`src/rtl/pipe_control_unit.sv`:
```
// Main pipeline controller for the 5-stage RV32 core: decodes the ID opcode into a control bundle,
// walks it through ID/EX, EX/MEM and MEM/WB, and resolves load-use stalls, branch flushes and forwarding.
module pipe_control_unit #(
  parameter int REG_AW    = 5,
  parameter bit EN_BRANCH = 1'b1,
  parameter bit EN_FWD    = 1'b1
) (
  input  logic              clk,
  input  logic              rst_n,
  input  logic [6:0]        opcode_id,
  input  logic [REG_AW-1:0] rs1_id,
  input  logic [REG_AW-1:0] rs2_id,
  input  logic [REG_AW-1:0] rd_id,
  input  logic              branch_taken_ex,
  input  logic              hold,
  output logic              pc_write,
  output logic              if_id_write,
  output logic              if_id_flush,
  output logic              alu_src_ex,
  output logic [1:0]        alu_op_ex,
  output logic              branch_ex,
  output logic [1:0]        forward_a,
  output logic [1:0]        forward_b,
  output logic              mem_read_mem,
  output logic              mem_write_mem,
  output logic              mem_to_reg_wb,
  output logic              reg_write_wb,
  output logic [REG_AW-1:0] rd_wb
);

  typedef struct packed {
    logic       alu_src;
    logic [1:0] alu_op;
    logic       branch;
    logic       mem_read;
    logic       mem_write;
    logic       mem_to_reg;
    logic       reg_write;
  } ctl_t;

  localparam logic [6:0] OP_R      = 7'b0110011;
  localparam logic [6:0] OP_I      = 7'b0010011;
  localparam logic [6:0] OP_LOAD   = 7'b0000011;
  localparam logic [6:0] OP_STORE  = 7'b0100011;
  localparam logic [6:0] OP_BRANCH = 7'b1100011;

  // Unrecognised opcodes fall through to the all-zero bundle, i.e. a bubble.
  function automatic ctl_t decode(input logic [6:0] op, input logic [REG_AW-1:0] rd);
    ctl_t c;
    c = '0;
    case (op)
      OP_R:     begin c.reg_write = 1'b1; c.alu_op = 2'b10; end
      OP_I:     begin c.alu_src = 1'b1; c.reg_write = 1'b1; c.alu_op = 2'b00; end
      OP_LOAD:  begin
        c.alu_src = 1'b1; c.mem_read = 1'b1; c.mem_to_reg = 1'b1;
        c.reg_write = 1'b1; c.alu_op = 2'b01;
      end
      OP_STORE: begin c.alu_src = 1'b1; c.mem_write = 1'b1; c.alu_op = 2'b01; end
      OP_BRANCH: begin
        if (EN_BRANCH) begin
          c.branch = 1'b1;
          c.alu_op = 2'b11;
        end
      end
      default: c = '0;
    endcase
    if (rd == '0) c.reg_write = 1'b0;
    return c;
  endfunction

  function automatic logic [1:0] fwd_sel(
    input logic [REG_AW-1:0] rs,
    input logic              wr_mem,
    input logic [REG_AW-1:0] rd_mem,
    input logic              wr_wb,
    input logic [REG_AW-1:0] rd_wbk
  );
    if (wr_mem && rd_mem != '0 && rd_mem == rs)     return 2'b10;
    else if (wr_wb && rd_wbk != '0 && rd_wbk == rs) return 2'b01;
    else                                            return 2'b00;
  endfunction

  ctl_t              ctl_p0;
  logic [REG_AW-1:0] rs1_p0, rs2_p0, rd_p0;
  logic              mem_read_p1, mem_write_p1, mem_to_reg_p1, reg_write_p1;
  logic [REG_AW-1:0] rd_p1;
  logic              mem_to_reg_p2, reg_write_p2;
  logic [REG_AW-1:0] rd_p2;

  logic flush;
  logic luh;

  assign flush = EN_BRANCH && branch_taken_ex;
  assign luh   = ctl_p0.mem_read && (rd_p0 != '0) && ((rd_p0 == rs1_id) || (rd_p0 == rs2_id));

  always_comb begin
    pc_write    = 1'b1;
    if_id_write = 1'b1;
    if_id_flush = 1'b0;
    if (hold) begin
      pc_write    = 1'b0;
      if_id_write = 1'b0;
    end else if (flush) begin
      if_id_flush = 1'b1;
    end else if (luh) begin
      pc_write    = 1'b0;
      if_id_write = 1'b0;
    end
  end

  always_ff @(posedge clk or negedge rst_n) begin
    if (!rst_n) begin
      ctl_p0        <= '0;
      rs1_p0        <= '0;
      rs2_p0        <= '0;
      rd_p0         <= '0;
      mem_read_p1   <= 1'b0;
      mem_write_p1  <= 1'b0;
      mem_to_reg_p1 <= 1'b0;
      reg_write_p1  <= 1'b0;
      rd_p1         <= '0;
      mem_to_reg_p2 <= 1'b0;
      reg_write_p2  <= 1'b0;
      rd_p2         <= '0;
    end else if (!hold) begin
      // ID -> EX: a squashed or stalled slot enters EX as a bubble
      if (flush || luh) begin
        ctl_p0 <= '0;
        rs1_p0 <= '0;
        rs2_p0 <= '0;
        rd_p0  <= '0;
      end else begin
        ctl_p0 <= decode(opcode_id, rd_id);
        rs1_p0 <= rs1_id;
        rs2_p0 <= rs2_id;
        rd_p0  <= rd_id;
      end
      // EX -> MEM
      mem_read_p1   <= ctl_p0.mem_read;
      mem_write_p1  <= ctl_p0.mem_write;
      mem_to_reg_p1 <= ctl_p0.mem_to_reg;
      reg_write_p1  <= ctl_p0.reg_write;
      rd_p1         <= rd_p0;
      // MEM -> WB
      mem_to_reg_p2 <= mem_to_reg_p1;
      reg_write_p2  <= reg_write_p1;
      rd_p2         <= rd_p1;
    end
  end

  assign alu_src_ex    = ctl_p0.alu_src;
  assign alu_op_ex     = ctl_p0.alu_op;
  assign branch_ex     = ctl_p0.branch;
  assign mem_read_mem  = mem_read_p1;
  assign mem_write_mem = mem_write_p1;
  assign mem_to_reg_wb = mem_to_reg_p2;
  assign reg_write_wb  = reg_write_p2;
  assign rd_wb         = rd_p2;

  assign forward_a = EN_FWD ? fwd_sel(rs1_p0, reg_write_p1, rd_p1, reg_write_p2, rd_p2) : 2'b00;
  assign forward_b = EN_FWD ? fwd_sel(rs2_p0, reg_write_p1, rd_p1, reg_write_p2, rd_p2) : 2'b00;

endmodule

```
`config.mk`:
```
export PLATFORM = sky130hd
export DESIGN_NAME = pipe_control_unit
export DESIGN_NICKNAME = d
export VERILOG_FILES = /design/src/rtl/pipe_control_unit.sv
export SDC_FILE = /design/constraint.sdc
export NUM_CORES = 1
export LEC_CHECK = 0
export BUFFER_PORTS_ARGS = -buffer_cell sky130_fd_sc_hd__buf_2
export CAP_MARGIN = 20
export CORE_ASPECT_RATIO = 0.9
export CORE_MARGIN = 1
export CORE_UTILIZATION = 55
export CTS_CLUSTER_DIAMETER = 40
export CTS_CLUSTER_SIZE = 8
export DETAILED_ROUTE_END_ITERATION = 8
export GPL_TIMING_DRIVEN = 0
export PLACE_DENSITY = 0.93
export REMOVE_ABC_BUFFERS = 1
export SYNTH_ARGS = -nofsm -noshare
export SYNTH_HDL_FRONTEND = slang
export SYNTH_SLANG_ARGS = --single-unit
```
`constraint.sdc`:
```
create_clock -name clk -period 3.7 [get_ports clk]
set_clock_uncertainty 0.2 [all_clocks]
set_input_delay 0.185 -clock clk [delete_from_list [all_inputs] [get_ports clk]]
set_output_delay 0.185 -clock clk [all_outputs]
set_load 0.005 [all_outputs]
```
# After elaboration in Yosys (flattened, before gate mapping)
# Index checks and enable logic that the tools add are counted.
# totals
ff_bits,39
word_cells,66
inputBits,26
# classes
reduce_logical,17
n_eq_ne,11
n_mux,20
# op_table
op,n
5-bit equality test,6
5-bit 2-to-1 mux,3
5-bit nonzero test,3
"7-bit by 6-bit equality test with 1-bit output, second input constant",2
1-bit 2-to-1 mux,13
1-bit logical AND,8
8-bit 2-to-1 mux,1
"7-bit by 2-bit equality test with 1-bit output, second input constant",1
"7-bit by 5-bit equality test with 1-bit output, second input constant",1
"7-bit equality test, second input constant",1
2-bit one-hot mux with 3 select lines,1
3-bit OR reduction,2
5-bit zero test,1
2-bit 2-to-1 mux,2
1-bit logical OR,2
2-bit OR reduction,1

# Depth between registers and ports, before layout
# Gate-level depths: netlist of run 1.
# depth
ltp_word,6
mapped_depth,7

# Least setup slack after synthesis of run 1
# OpenSTA, ideal clock, no wires.
# synth_timing
path_kind,flip-flop to output port
startpoint,register rd_p0[1]
endpoint,output port pc_write
slack_ns,1.708
arrival_time_ns,1.607
path_stages_with_launch,6
path_buffers,2
path_cell_list,dfrtp_1 -> or4_4 -> o221ai_4 -> buf_6 -> o21ba_1 -> buf_4
# synth_via
elab_chain_cells,6
elab_cells_between_ends,9
# synth_rtl
element,line,rtl
"start, declared",84,"logic [REG_AW-1:0] rs1_p0, rs2_p0, rd_p0;"
"start signal, assigned",136,rd_p0 <= rd_id;
5-bit equality test or 5-bit nonzero test (tied branches),94,assign luh = ctl_p0.mem_read && (rd_p0 != '0) && ((rd_p0 == rs1_id) || (rd_p0 == rs2_id));
1-bit logical OR or 1-bit logical AND (tied branches),94,
1-bit logical AND (*),94,
1-bit 2-to-1 mux (*) (3 in a row),--,
"end, declared",16,"output logic pc_write,"
# Mark *: on every way between the ends. The rest lies on a longest branch, timed or not.

# Worst setup path in the final report of run 1
# layout_timing
startpoint,register rd_p0[1]
endpoint,output port pc_write
# layout_via
elab_chain_cells,6
elab_cells_between_ends,9
# layout_rtl
element,line,rtl
5-bit equality test or 5-bit nonzero test (tied branches),94,
1-bit logical OR or 1-bit logical AND (tied branches),94,
1-bit logical AND (*),94,
1-bit 2-to-1 mux (*),105,end else if (luh) begin
1-bit 2-to-1 mux (*),103,end else if (flush) begin
1-bit 2-to-1 mux (*),100,if (hold) begin
# Marked as above.

==> out/results.txt, run 1 <==
outcome - finished, final reports clean
Worst-Margin Slew - 0.835 ns
# Post-CTS Setup Buffers - 0
TritonCTS clock tree - done
CP Class - flop to output pin
Synth area leader - dfrtp_1
Overflow after GRT - 0
Seq. cell area - 926 um^2
Clock Path Buffers - 2
WP data required - 3.31 ns
WL/cell - 16.2 um
dpl ws - 1.43 ns
vias in the first global route - 1,461
Setup crit end kind - output pin
share of layout cells above drive strength 1 - 35.4%
Layout area overhead - 21.9%
DR iter-0 viols - 157
reg2reg path depth - 3
Fin Hold WS - 0.0487 ns
Syn Area/Cell - 12.4 um^2
Hold Startpoint - opcode_id[5]
Nets - 234
Final TNS setup - 0 ns
area of the multi-input gates - 933 um^2
Async SR Flop Fraction - 100%
gr usage total - 24.9%
Port-buffer cells - 45
Area contributors post-synth - dfrtp_1, mux2_2, xor2_1, a32o_1, xnor2_1
crit path launch type - flop
final setup fails - 0
Final Hold Fails - 0
top_reg_cell synth - dfrtp_1
# fillers - 274
sequential share of the synthesized area - 47.9%
Hold Path Cell Cnt - 3
reg2reg start - rd_p0[1]
EDFF count, synth - 0
peak supply drop - 0.000198 V
Crit Path Max Fanout - 23
routed vias/inst - 5.87
largest net degree at the start of global routing - 47
Max Slew Vio Count - 0
worst reg2reg setup slack - 1.53 ns
Starting Density - 57.6%
Synth Cell Area - 1930 um^2
post-DP HPWL - 2830 um
Mapped Cells - 156
most numerous cell in the Yosys netlist - dfrtp_1
leakage - 1.14 nW
Clock Sinks - 37
final worst slack - 1.10 ns
# H-tree levels - 2
Routed Antenna Nets - 0
max frequency - 385 MHz
final wirelength - 4110 um
Die W - 64.5 um
Row Count - 20
final antenna diode count - 0
Initial DRT Pass Iterations - 4
Worst Path Arrival - 2.21 ns
most instantiated cells after synthesis - dfrtp_1, xor2_1, mux2_2
DRC violations left - 0
top-area cell type share of the netlist area - 47.9%
initial antenna violation count - 0
total CTS buffers - 5
Finished Cell Area - 2350 um^2
DIE AREA - 3750 um^2
Clock Latency Late Sink - 0.28 ns
Final min period - 2.60 ns
total number of vias - 1,484
io pins - 46
Hold Crit Class - input port to flop
Die H - 58.2 um
placed cell areas - 2140 um^2
number of synthesis warnings - 0
Worst Hold End - alu_src_ex
Power Density - 395 nW/um^2
relative slew slack - 44.3%
Worst-path clk slew - 0.07 ns
count of cell types in the netlist - 28
GP Congestion - 0.797
global-route wire length before repair - 6810 um
max_cap viols - 0
number of synthesized register bits - 37
Reg-to-Reg End - rs1_p0[1]
CORE AREA - 3350 um^2
Tcrit/Tclk final - 70.2%
RSZ-0062 raised after global routing - false
CTS Root Buffer Type - clkbuf_8
stage by stage:
step / total power [mW] / utilization [%] / instances
2_1_floorplan: 0.559 / - / 145
3_3_place_gp: 0.619 / 63.9 / 234
3_5_place_dp: 0.627 / 63.9 / 234
4_1_cts: 0.941 / 70.2 / 253
5_1_grt: 0.978 / 70.2 / 253
6_report: 0.930 / 70.2 / 253
sequential cells by signal (all words and copies together) (netlist names):
register       flops
reg_write_wb       1
ctl_p0             3
rd_p0              5
rs1_p0             5
rd_p1              5
rd_wb              5
alu_op_ex          2
alu_src_ex         1
rs2_p0             5
mem_to_reg_wb      1
mem_write_mem      1
reg_write_p1       1
mem_read_mem       1
branch_ex          1
critical path, stage by stage, from the launching register on:
cell and delay [ns]:
dfrtp_1 0.45, or4_4 0.58, o221ai_4 0.59, o21ba_1 0.20
buf_2 0.11
cells in the final DEF, fill, tap and decap left out, drive strengths merged:
master	count
or4	7
a32o	13
xor2	18
clkbuf	7
mux2	15
xnor2	13
nor2b	1
a2111oi	1
inv	1
o221ai	1
nor3b	5
clkinv	1
nor4bb	1
a22o	9
nor4	5
buf	45
nor2	4
dfrtp	37
dlygate4sd3	11
o21ba	1
o21ai	2
nand2	2
a21oi	1
nand3	4
nor3	4
area by class of cell:
class / count / area share (%)
clock buffer: 7 / 4.09
clock inverter: 1 / 0.213
inverter: 1 / 0.159
multi-input combinational: 107 / 39.6
sequential: 37 / 39.3
tap: 44 / 2.34
timing repair buffer: 56 / 14.2
layer usage:
| metal | share of wire (%) | routed length, um | vias to the layer above | track usage, % |
|---|---|---|---|---|
| met5 | 0 | 0 | - | 0 |
| met4 | 1.5 | 63 | 0 | 10.8 |
| met3 | 5.7 | 236 | 10 | 7.48 |
| met1 | 44 | 1820 | 727 | 32.0 |
| li1 | - | - | 684 | - |
| met2 | 48 | 1990 | 63 | 39.2 |
cell families (layout without fill, tap and decap cells):
family | count (synthesis) | count (layout) | synth area share (%)
simple gates | 33 | 33 | 11.3
compound gates | 28 | 28 | 14.2
flops | 37 | 37 | 47.9
buf+inv | 12 | 65 | 3.76
mux | 15 | 15 | 8.74
xor+xnor | 31 | 31 | 14.1
where the power goes:
part	internal (mW)	leakage [nW]	switching, mW
logic	0.0858	0.589	0.0658
clock network	0.168	0.0542	0.135
registers	0.432	0.493	0.0438
total	0.686	1.14	0.244
worst max-delay path by stage:
stage	startpoint	end	slack (ns)	depth (start not counted)
final	rd_p0[1]	pc_write	1.10	4
after global routing	rd_p0[1]	if_id_write	1.03	4
after CTS	rd_p0[1]	pc_write	1.09	4
after detailed placement	rd_p0[1]	pc_write	1.43	4
after global placement	rd_p0[1]	if_id_write	1.46	4
after floorplan	rd_p0[1]	if_id_write	1.72	3
what timing repair did:
action,CTS,global route
hold endpoints to repair,47,0
gates resized for setup,0,0
hold buffers,11,0
Power figures use the tool's default switching activity.
==> run 2: changes to the inputs <==
--- a/config.mk
+++ b/config.mk
@@ -9,12 +9,12 @@
 export CAP_MARGIN = 20
 export CORE_ASPECT_RATIO = 0.9
 export CORE_MARGIN = 1
-export CORE_UTILIZATION = 55
+export CORE_UTILIZATION = 48
 export CTS_CLUSTER_DIAMETER = 40
 export CTS_CLUSTER_SIZE = 8
 export DETAILED_ROUTE_END_ITERATION = 8
 export GPL_TIMING_DRIVEN = 0
-export PLACE_DENSITY = 0.93
+export PLACE_DENSITY = 0.87
 export REMOVE_ABC_BUFFERS = 1
 export SYNTH_ARGS = -nofsm -noshare
 export SYNTH_HDL_FRONTEND = slang
==> constraint.sdc (replaced) <==
create_clock -name clk -period 2.25 [get_ports clk]
set_clock_uncertainty 0.2 [all_clocks]
set_input_delay 0.1125 -clock clk [delete_from_list [all_inputs] [get_ports clk]]
set_output_delay 0.1125 -clock clk [all_outputs]
set_load 0.005 [all_outputs]
==> out/results.txt, run 2 (same netlist as run 1, synthesis figures left out) <==
# fillers - 294
WL/cell - 16.3 um
most frequent cells in the layout - buf_2, dfrtp_1, xor2_1
global-route wire length before repair - 6780 um
Hold Crit Class - input port to flop
final setup fails - 0
Initial DRT Pass Iterations - 4
post-DP HPWL - 2730 um
gr usage total - 21.2%
final antenna diode count - 0
Die H - 62.2 um
Worst-path clk slew - 0.07 ns
max_cap viols - 0
GP Congestion - 0.809
Final TNS setup - 0 ns
max frequency - 459 MHz
DR iter-0 viols - 86
crit path launch type - flop
CORE AREA - 3780 um^2
Row Count - 21
io pins - 46
Clock Sinks - 37
CTS Root Buffer Type - clkbuf_8
placed cell areas - 2150 um^2
Tcrit/Tclk final - 96.7%
DRC violations left - 0
DIE AREA - 4280 um^2
WP data required - 1.94 ns
outcome - finished, final reports clean
Nets - 243
Worst-Margin Slew - 0.868 ns
Max Slew Vio Count - 0
# H-tree levels - 2
Setup crit end kind - output pin
Overflow after GRT - 0
Crit Path Max Fanout - 5
Finished Cell Area - 2450 um^2
area of the multi-input gates - 971 um^2
total number of vias - 1,531
share of layout cells above drive strength 1 - 39.2%
leakage - 1.17 nW
Port-buffer cells - 45
initial antenna violation count - 0
commonest non-fill, non-tap cell in the layout - buf_2
Final min period - 2.18 ns
Power Density - 627 nW/um^2
TritonCTS clock tree - done
total CTS buffers - 5
Clock Latency Late Sink - 0.29 ns
Die W - 68.9 um
largest net degree at the start of global routing - 47
vias in the first global route - 1,457
routed vias/inst - 5.82
Starting Density - 51.1%
Final Hold Fails - 0
relative slew slack - 42.1%
Clock Path Buffers - 2
Routed Antenna Nets - 0
final wirelength - 4280 um
Seq. cell area - 930 um^2
Layout area overhead - 26.6%
Worst Path Arrival - 1.86 ns
RSZ-0062 raised after global routing - true
final core occ - 64.6%
peak supply drop - 0.000420 V
CP Class - flop to output pin
[run 2: cell count changes in the layout (fill, tap and decap cells not counted)]
cell           before  now
dlygate4sd3_1      11   12
clkbuf_8            7    6
clkbuf_1            0    1
dfrtp_2             0    3
buf_4               0    7
nor4_1              5    4
o21ai_2             0    1
nor4_2              0    1
o221ai_2            0    1
clkinv_2            1    0
dfrtp_1            37   34
o21ai_1             2    1
nor3_4              0    2
nor3_2              2    0
[run 2: final timing paths]
path                              startpoint            to  slack, ns  cells past startpoint
worst min register to register     ctl_p0[0]     ctl_p0[0]       0.30                      1
worst max register to register      rd_p0[1]     rs2_p0[0]       0.22                      3
max in group asynchronous              rst_n      rd_wb[2]       1.06                      2
worst max-delay path                rd_wb[4]  forward_a[0]       0.07                      5
worst min-delay path            opcode_id[4]    alu_src_ex       0.01                      3
min in group asynchronous              rst_n      rd_wb[1]       0.23                      2
[run 2: area by class of cell]
cell class / count / area share, %
clock buffer: 7 / 3.53
multi-input combinational: 108 / 39.7
inverter: 1 / 0.153
tap: 46 / 2.35
timing repair buffer: 64 / 16.3
sequential: 37 / 38.0
[run 2: worst max-delay path: stages, from the launching register on]
cell     delay (ns)
dfrtp_2        0.41
or4_1          0.13
o21ai_1        0.06
or4_1          0.55
nor4_2         0.28
buf_2          0.15
[run 2: metrics by stage]
step | setup slack (ns) | std cells | hold slack (ns) | total power [mW]
floorplan | 0.338 | 145 | -0.383 | 0.919
global placement | 0.0760 | 236 | 0.0418 | 1.02
detailed placement | 0.0694 | 236 | 0.0538 | 1.03
CTS | 0.00436 | 259 | 0.0145 | 1.51
global route | -0.0644 | 263 | 0.0597 | 1.61
finish | 0.0736 | 263 | 0.0114 | 1.53
[run 2: layer usage]
layer  part of all wire (%)  wire [um]  vias to the layer above  global-route usage [%]
met1                     46       1950                      754                    29.8
li1                       -          -                      712                       -
met2                     47       2010                       60                    31.3
met4                   0.89         38                        0                    8.42
met3                    6.6        281                        5                    4.60
met5                      0          0                        -                       0
[run 2: where the power goes]
| part | switching (mW) | internal [mW] |
|---|---|---|
| Sequential | 0.0657 | 0.712 |
| Combinational | 0.130 | 0.161 |
| Clock | 0.222 | 0.243 |
[run 2: timing repair]
item                                   in CTS  in global routing
endpoints found under the hold margin      48                  0
hold buffers                               12                  0
cloned                                      1                  0
setup buffers                               3                  4
pin swaps                                   1                  3
setup endpoints to repair                   4                  4
resized for setup                           2                  5
